[config.mk]
export PLATFORM = sky130hd
export DESIGN_NAME = cell_draw_tx_flat
export DESIGN_NICKNAME = d
export VERILOG_FILES = /design/src/rtl/snake_pkg.sv /design/src/rtl/cell_draw_tx_if.sv /design/src/rtl/cell_draw_tx_byte_writer.sv /design/src/rtl/cell_draw_tx.sv /design/src/flat_wrapper.sv
export SDC_FILE = /design/constraint.sdc
export NUM_CORES = 1
export LEC_CHECK = 0
export CORE_ASPECT_RATIO = 1.2
export CORE_MARGIN = 2
export CORE_UTILIZATION = 49
export CTS_CLUSTER_DIAMETER = 40
export DETAILED_ROUTE_END_ITERATION = 7
export DONT_BUFFER_PORTS = 1
export PLACE_DENSITY = 0.73
export SLEW_MARGIN = 20
export SYNTH_ARGS = -nofsm -noshare
export SYNTH_HDL_FRONTEND = slang
export SYNTH_HIERARCHICAL = 1
export SYNTH_SLANG_ARGS = --single-unit
export TNS_END_PERCENT = 100
[constraint.sdc]
create_clock -name clk -period 2.4 [get_ports clk]
set_input_delay 0.24 -clock clk [delete_from_list [all_inputs] [get_ports clk]]
set_output_delay 0.24 -clock clk [all_outputs]
set_load 0.005 [all_outputs]
[src/rtl/snake_pkg.sv]
// Shared types and constants for the snake image generator and its LCD cell painter.
// Object codes, RGB565 palette, panel opcodes and the painter FSM encoding.
package snake_pkg;

  typedef enum logic [2:0] {
    BLANK  = 3'd0,
    BODY   = 3'd1,
    HEAD   = 3'd2,
    APPLE  = 3'd3,
    BORDER = 3'd4
  } obj_t;

  localparam logic [15:0] COL_BLANK  = 16'h0000;
  localparam logic [15:0] COL_BODY   = 16'h07E0;
  localparam logic [15:0] COL_HEAD   = 16'h03E0;
  localparam logic [15:0] COL_APPLE  = 16'hF800;
  localparam logic [15:0] COL_BORDER = 16'hFFFF;

  localparam logic [7:0] LCD_CASET = 8'h2A;
  localparam logic [7:0] LCD_PASET = 8'h2B;
  localparam logic [7:0] LCD_RAMWR = 8'h2C;

  typedef enum logic [2:0] {
    ST_IDLE,
    ST_CASET_C,
    ST_CASET_D,
    ST_PASET_C,
    ST_PASET_D,
    ST_RAMWR_C,
    ST_PIXEL,
    ST_DONE
  } state_t;

  // Unknown codes (5..7) paint as empty floor.
  function automatic logic [15:0] obj_colour(input logic [2:0] code);
    case (code)
      BODY:    return COL_BODY;
      HEAD:    return COL_HEAD;
      APPLE:   return COL_APPLE;
      BORDER:  return COL_BORDER;
      default: return COL_BLANK;
    endcase
  endfunction

endpackage

[src/rtl/cell_draw_tx_if.sv]
// Cell-update request/ack from the generator plus the 8080-style panel write bus.
interface cell_draw_tx_if;
  logic       diff;
  logic [3:0] x;
  logic [3:0] y;
  logic [2:0] obj_code;
  logic       cmd_done;
  logic       busy;
  logic       lcd_csx;
  logic       lcd_dcx;
  logic       lcd_wrx;
  logic [7:0] lcd_d;

  modport master (
    output diff, x, y, obj_code,
    input  cmd_done, busy, lcd_csx, lcd_dcx, lcd_wrx, lcd_d
  );

  modport slave (
    input  diff, x, y, obj_code,
    output cmd_done, busy, lcd_csx, lcd_dcx, lcd_wrx, lcd_d
  );
endinterface

[src/rtl/cell_draw_tx_byte_writer.sv]
// One panel write strobe per go: wrx low WR_LO_CYC then high WR_HI_CYC cycles, d/dcx held.
// byte_done is combinational in the last high cycle so the next go can chain with no gap.
module lcd_byte_writer #(
  parameter int WR_LO_CYC = 1,
  parameter int WR_HI_CYC = 1
) (
  input  logic       clk,
  input  logic       nrst,
  input  logic       go,
  input  logic [7:0] byte_dat,
  input  logic       byte_dcx,
  output logic       wrx,
  output logic       dcx,
  output logic [7:0] d,
  output logic       byte_done
);
  logic       active;
  logic       lo;
  logic [7:0] cnt;

  assign byte_done = active && !lo && (cnt == 8'(WR_HI_CYC - 1));

  always_ff @(posedge clk or negedge nrst) begin
    if (!nrst) begin
      active <= 1'b0;
      lo     <= 1'b0;
      cnt    <= 8'd0;
      wrx    <= 1'b1;
      dcx    <= 1'b1;
      d      <= 8'h00;
    end else if (go) begin
      active <= 1'b1;
      lo     <= 1'b1;
      cnt    <= 8'd0;
      wrx    <= 1'b0;
      dcx    <= byte_dcx;
      d      <= byte_dat;
    end else if (active) begin
      if (lo) begin
        if (cnt == 8'(WR_LO_CYC - 1)) begin
          lo  <= 1'b0;
          cnt <= 8'd0;
          wrx <= 1'b1;
        end else begin
          cnt <= cnt + 8'd1;
        end
      end else if (byte_done) begin
        active <= 1'b0;
      end else begin
        cnt <= cnt + 8'd1;
      end
    end
  end
endmodule

[src/rtl/cell_draw_tx.sv]
// Paints one grid cell per accepted diff: CASET, PASET, RAMWR, CELL_PX^2 pixels, then cmd_done.
// First wrx fall 1 cycle after diff; diff is dropped (not queued) whenever the FSM is not idle.
module cell_draw_tx
  import snake_pkg::*;
#(
  parameter int CELL_PX   = 20,
  parameter int WR_LO_CYC = 1,
  parameter int WR_HI_CYC = 1
) (
  input logic           clk,
  input logic           nrst,
  cell_draw_tx_if.slave bus
);
  localparam logic [8:0] PIX_LAST = 9'(CELL_PX * CELL_PX - 1);
  localparam logic [8:0] EDGE_M1  = 9'(CELL_PX - 1);

  state_t     state, state_n;
  logic [3:0] x_q, y_q;
  logic [2:0] obj_q;
  logic [1:0] idx;
  logic [8:0] pix_cnt;
  logic       phase;
  logic       done_wait;

  logic       go, tx_dcx, byte_done;
  logic [7:0] tx_dat;
  logic [8:0] xs, xe, ys, ye;
  logic [15:0] colour;

  function automatic logic [7:0] coord_byte(input logic [8:0] s, input logic [8:0] e,
                                            input logic [1:0] sel);
    case (sel)
      2'd0:    return {7'd0, s[8]};
      2'd1:    return s[7:0];
      2'd2:    return {7'd0, e[8]};
      default: return e[7:0];
    endcase
  endfunction

  assign xs     = 9'(x_q) * 9'(CELL_PX);
  assign xe     = xs + EDGE_M1;
  assign ys     = 9'(y_q) * 9'(CELL_PX);
  assign ye     = ys + EDGE_M1;
  assign colour = obj_colour(obj_q);

  always_ff @(posedge clk or negedge nrst) begin
    if (!nrst) state <= ST_IDLE;
    else       state <= state_n;
  end

  always_comb begin
    state_n = state;
    go      = 1'b0;
    tx_dat  = 8'h00;
    tx_dcx  = 1'b1;
    case (state)
      ST_IDLE: if (bus.diff) begin
        if (bus.y >= 4'd12) begin
          state_n = ST_DONE;
        end else begin
          state_n = ST_CASET_C;
          go      = 1'b1;
          tx_dat  = LCD_CASET;
          tx_dcx  = 1'b0;
        end
      end
      ST_CASET_C: if (byte_done) begin
        state_n = ST_CASET_D;
        go      = 1'b1;
        tx_dat  = coord_byte(xs, xe, 2'd0);
      end
      ST_CASET_D: if (byte_done) begin
        go = 1'b1;
        if (idx == 2'd3) begin
          state_n = ST_PASET_C;
          tx_dat  = LCD_PASET;
          tx_dcx  = 1'b0;
        end else begin
          tx_dat = coord_byte(xs, xe, idx + 2'd1);
        end
      end
      ST_PASET_C: if (byte_done) begin
        state_n = ST_PASET_D;
        go      = 1'b1;
        tx_dat  = coord_byte(ys, ye, 2'd0);
      end
      ST_PASET_D: if (byte_done) begin
        go = 1'b1;
        if (idx == 2'd3) begin
          state_n = ST_RAMWR_C;
          tx_dat  = LCD_RAMWR;
          tx_dcx  = 1'b0;
        end else begin
          tx_dat = coord_byte(ys, ye, idx + 2'd1);
        end
      end
      ST_RAMWR_C: if (byte_done) begin
        state_n = ST_PIXEL;
        go      = 1'b1;
        tx_dat  = colour[15:8];
      end
      ST_PIXEL: if (byte_done) begin
        if (!phase) begin
          go     = 1'b1;
          tx_dat = colour[7:0];
        end else if (pix_cnt != PIX_LAST) begin
          go     = 1'b1;
          tx_dat = colour[15:8];
        end else begin
          state_n = ST_DONE;
        end
      end
      ST_DONE: if (!done_wait) state_n = ST_IDLE;
      default: state_n = ST_IDLE;
    endcase
  end

  // done_wait holds DONE one extra cycle after a real transfer so csx is seen high before cmd_done.
  always_ff @(posedge clk or negedge nrst) begin
    if (!nrst) begin
      x_q       <= 4'd0;
      y_q       <= 4'd0;
      obj_q     <= 3'd0;
      idx       <= 2'd0;
      pix_cnt   <= 9'd0;
      phase     <= 1'b0;
      done_wait <= 1'b0;
    end else begin
      done_wait <= (state == ST_PIXEL);
      if (state == ST_IDLE) begin
        idx <= 2'd0;
        if (bus.diff) begin
          x_q   <= bus.x;
          y_q   <= bus.y;
          obj_q <= bus.obj_code;
        end
      end
      if ((state == ST_CASET_D || state == ST_PASET_D) && byte_done)
        idx <= idx + 2'd1;
      if (state == ST_RAMWR_C) begin
        phase   <= 1'b0;
        pix_cnt <= 9'd0;
      end else if (state == ST_PIXEL && byte_done) begin
        phase <= ~phase;
        if (phase) pix_cnt <= pix_cnt + 9'd1;
      end
    end
  end

  always_comb begin
    bus.busy     = (state != ST_IDLE);
    bus.cmd_done = (state == ST_DONE) && !done_wait;
    bus.lcd_csx  = !(state inside {ST_CASET_C, ST_CASET_D, ST_PASET_C,
                                   ST_PASET_D, ST_RAMWR_C, ST_PIXEL});
  end

  lcd_byte_writer #(
    .WR_LO_CYC (WR_LO_CYC),
    .WR_HI_CYC (WR_HI_CYC)
  ) u_writer (
    .clk       (clk),
    .nrst      (nrst),
    .go        (go),
    .byte_dat  (tx_dat),
    .byte_dcx  (tx_dcx),
    .wrx       (bus.lcd_wrx),
    .dcx       (bus.lcd_dcx),
    .d         (bus.lcd_d),
    .byte_done (byte_done)
  );
endmodule

[src/flat_wrapper.sv]
// flat-port wrapper written by rule: the top's interface ports become plain ports
module cell_draw_tx_flat import snake_pkg::*;
#(
  parameter int CELL_PX   = 20,
  parameter int WR_LO_CYC = 1,
  parameter int WR_HI_CYC = 1
)
  (clk, nrst, bus_diff, bus_x, bus_y, bus_obj_code, bus_cmd_done, bus_busy, bus_lcd_csx, bus_lcd_dcx, bus_lcd_wrx, bus_lcd_d);
  cell_draw_tx_if bus_i ();
  input logic clk;
  input logic nrst;
  input wire logic [$bits(bus_i.diff)-1:0] bus_diff;
  input wire logic [$bits(bus_i.x)-1:0] bus_x;
  input wire logic [$bits(bus_i.y)-1:0] bus_y;
  input wire logic [$bits(bus_i.obj_code)-1:0] bus_obj_code;
  output wire logic [$bits(bus_i.cmd_done)-1:0] bus_cmd_done;
  output wire logic [$bits(bus_i.busy)-1:0] bus_busy;
  output wire logic [$bits(bus_i.lcd_csx)-1:0] bus_lcd_csx;
  output wire logic [$bits(bus_i.lcd_dcx)-1:0] bus_lcd_dcx;
  output wire logic [$bits(bus_i.lcd_wrx)-1:0] bus_lcd_wrx;
  output wire logic [$bits(bus_i.lcd_d)-1:0] bus_lcd_d;
  assign bus_i.diff = bus_diff;
  assign bus_i.x = bus_x;
  assign bus_i.y = bus_y;
  assign bus_i.obj_code = bus_obj_code;
  assign bus_cmd_done = bus_i.cmd_done;
  assign bus_busy = bus_i.busy;
  assign bus_lcd_csx = bus_i.lcd_csx;
  assign bus_lcd_dcx = bus_i.lcd_dcx;
  assign bus_lcd_wrx = bus_i.lcd_wrx;
  assign bus_lcd_d = bus_i.lcd_d;
  cell_draw_tx #(.CELL_PX(CELL_PX), .WR_LO_CYC(WR_LO_CYC), .WR_HI_CYC(WR_HI_CYC)) u_core (.clk(clk), .nrst(nrst), .bus(bus_i));
endmodule
==> results.md <==
* Max FO, Critical Path at 2
* Most Frequent Cell on Critical Path: ha_4
* Synth area leader: dfrtp_1
* Startpoint types: flip-flop
* Vias/cell at 5.90
* Post-synth top area share at between 30 and 40%
* Placer Congestion at around 0.92
* Yosys warns at 6
* Die Ht at between 90 and 100 um
* Hold Path Class: in2reg
* Pwr Total at about 4.2 mW
* Leak at approximately 1.7 nW
* GR Util met2 at roughly two fifths
* Largest cells by area after synthesis: dfrtp_1, mux2_2, ha_1
* Cells after synthesis at 322
* Critical-path top delay cell: fa_2
* Met3 GRT Util at between 3 and 4%
* DR DRC count at 0
* Worst path arrival time at roughly 2.7 ns
* Syn Area/Cell at 9.54 sq um
* Pwr/cell area at approximately 1100 nW/um^2
* Worst EP required at about 2.6 ns
* Post-synthesis sequential area ratio at between 30% and 40%
* Critical path cell sequence: ha_4, ha_4, fa_2, nand3_2, xnor2_1, a22o_1, a22oi_1, o21ai_1, mux2_4
* H-tree Lvls at 2
* Most common cell after layout, fill and taps aside: dfrtp_1
* CTS buffer count at 5
* Unrepaired setup endpoints after global routing: yes
* Async SR Flop Fraction at between 90% and 100%
* Synthesized flop and latch total at 47
* Max Slew Vio Count at 0
* Clock power share at about 12%
* Post-route ant nets at 0
* HPWL after DPL at 5180 um
* Antenna violations before repair at 0
* Hold path start: bus_x[2]
* Initial DRC count at between 150 and 200
* Most frequent cells in the layout: dfrtp_1, buf_4, nand2_1, nor2_1, mux2_2
* Worst Path Buf+Inv at 0
* Fmax at 404 MHz
* Post-Route WL at 7400 um
* Combinational power share at a little under three fifths
* Crit share post-route at 103%
* Crit. Startpoint: u_core/y_q[3]$_DFFE_PN0P_
* Max stage delay on crit path at 0.59 ns
* Rel. slew slack at between 60% and 70%
* CP delay by family, top: adder cells
* CTS tree: built
* Min Hold Slack at about 0.08 ns
* Sinks on Clock Net at 47
* Clock Tree Buf Depth at 2
* Worst hold stages at 1
* Crit Path Category: reg2reg
* Layout cells sized above 1 at around a third
* Sw Share at 42.5%
* Worst-Margin Slew at between 0.5 and 0.6 ns
* Ys flop type: dfrtp_1
* Core Region at just over 6000 sq um
* Inserted Diodes at 0
* Post-synth EDFFs at 0
* CP Capture Type: flip-flop
* Die area at just under 7000 sq um
* Final Setup Violations at 3
* Maximum VDD drop at 0.788 mV
* Pint at 2.39 mW
* Status: finished with violations
* Overflow after GRT at 0
* Vias in the first global route at around 2.6k
* Library cells used by synthesis at 54
* Psw at roughly 1.8 mW
* Vias at ~2.6k
* Max-cap violations at 0
* Post-Syn Area at about 3000 sq um
* First-pass GRT wire length at between 10000 and 15000 um
* Largest net degree at the start of global routing at 48
* Cell Rows at 31
* Gr usage total at 21.9%
* Final setup margin at -0.0747 ns
* Clock transition at the registers of the reported paths at 0.09 ns
* Die Wd at about 76 um
* Failing checks: negative setup slack
* GRT busiest layer: met2
* Post-DR wirelength/cell at approximately 17 um
* Final hold vios at 0
* R2R depth at 9
* Drt pass-1 iters at 4
* R2r startpoint: u_core/y_q[3]$_DFFE_PN0P_
* Seq pwr share at 33.4%
* CTS root buf: clkbuf_8
* Layout net count at 394
* Worst-skew pair later-pin latency at between 0.3 and 0.4 ns
* Routing usage on met1 at about a quarter
* IO Pins at 27
* Starting Density at ~51%
* WP depth at 9
* Mapped Nets at roughly 360
* P&R area growth vs syn at 24.7%
* Post-route minimum period at approximately 2.5 ns
* Clock Skew at 0.0131 ns
* PortBufs at 0
-- metal layers --
| layer | wire length [um] | vias to the layer above | part of all wire (%) |
|---|---|---|---|
| li1 | - | 1237 | - |
| met1 | 2980 | 1268 | 40 |
| met2 | 3920 | 92 | 53 |
| met3 | 345 | 16 | 4.7 |
| met4 | 150 | 0 | 2.0 |
| met5 | 0 | - | 0 |
-- logic make-up after synthesis --
| kind of cell | after synthesis | share of synthesized area, % |
|---|---|---|
| simple gates | 116 | 19.9 |
| compound gates | 69 | 15.1 |
| flops | 47 | 38.4 |
| buf+inv | 28 | 4.11 |
| mux | 24 | 8.75 |
| fa+ha+maj | 20 | 8.63 |
| xor+xnor | 18 | 5.13 |
-- path summary, 6_finish.rpt --
| kind | slack [ns] | end |
|---|---|---|
| hold / removal | 0.08 | u_core/x_q[2]$_DFFE_PN0P_ |
| min in group asynchronous | 0.43 | u_core/pix_cnt[8]$_DFFE_PN0P_ |
| setup / recovery | -0.07 | u_core/u_writer/d[7]$_DFFE_PN0P_ |
| hold reg to reg | 0.55 | u_core/u_writer/d[5]$_DFFE_PN0P_ |
| max in group asynchronous | 1.68 | u_core/u_writer/dcx$_DFFE_PN1P_ |
| setup reg to reg | -0.07 | u_core/u_writer/d[7]$_DFFE_PN0P_ |
-- cells in the mapped netlist (all sizes together) (7+ instances only) --
cell / number
xor2: 9
nand2: 27
inv: 12
ha: 18
nor2: 25
clkbuf: 7
xnor2: 9
dfrtp: 45
nand4: 9
nor2b: 9
a21oi: 11
buf: 9
nand3: 18
mux2: 23
o21ai: 27
-- sequential cells by signal, summed over array words and instances, names as in the netlist --
name and flops:
u_core/done_wait 1, u_core/idx 2, u_core/obj_q 3, u_core/phase 1
u_core/pix_cnt 9, u_core/state 3, u_core/u_writer/active 1, u_core/u_writer/cnt 8
u_core/u_writer/d 8, u_core/u_writer/dcx 1, u_core/u_writer/lo 1, u_core/u_writer/wrx 1
u_core/x_q 4, u_core/y_q 4
-- area by class of cell --
| cell class | instances | area, sq um |
|---|---|---|
| clock inverters | 3 | 20.0 |
| inverters | 12 | 45.0 |
| fillers | 500 | 2220 |
| flip-flops and latches | 47 | 1180 |
| clock buffers | 5 | 68.8 |
| multi-input cells | 247 | 2000 |
| repair buffers | 47 | 420 |
| well taps | 82 | 103 |
-- per-stage QoR --
| stage | util (%) | instances | area [sq um] | setup WS [ns] | setup TNS [ns] |
|---|---|---|---|---|---|
| floorplan | - | 322 | 3090 | -0.00110 | -0.00175 |
| global placement | 55.5 | 420 | 3360 | -0.139 | -0.290 |
| detailed placement | 55.5 | 420 | 3360 | -0.206 | -1.26 |
| CTS | 58.7 | 434 | 3550 | -0.0966 | -0.191 |
| global route | 63.3 | 443 | 3830 | -0.205 | -1.60 |
| finish | 63.3 | 443 | 3830 | -0.0747 | -0.153 |
-- repair_timing --
item,CTS,global route
setup buffers,4,8
setup endpoints to repair,18,19
resized for setup,12,45
hold buffers,2,0
cloned,0,1
hold endpoints to repair,47,0
pin swaps,12,18
-- power by group through the flow --
stage | Combinational, mW | Sequential, mW | Clock [mW]
6_report | 2.29 | 1.39 | 0.481
4_1_cts | 1.99 | 1.37 | 0.499
3_3_place_gp | 1.86 | 1.37 | 0
3_5_place_dp | 1.92 | 1.38 | 0
5_1_grt | 2.52 | 1.43 | 0.528
2_1_floorplan | 1.49 | 1.23 | 0
No activity file was read; power rests on OpenSTA's default activity.
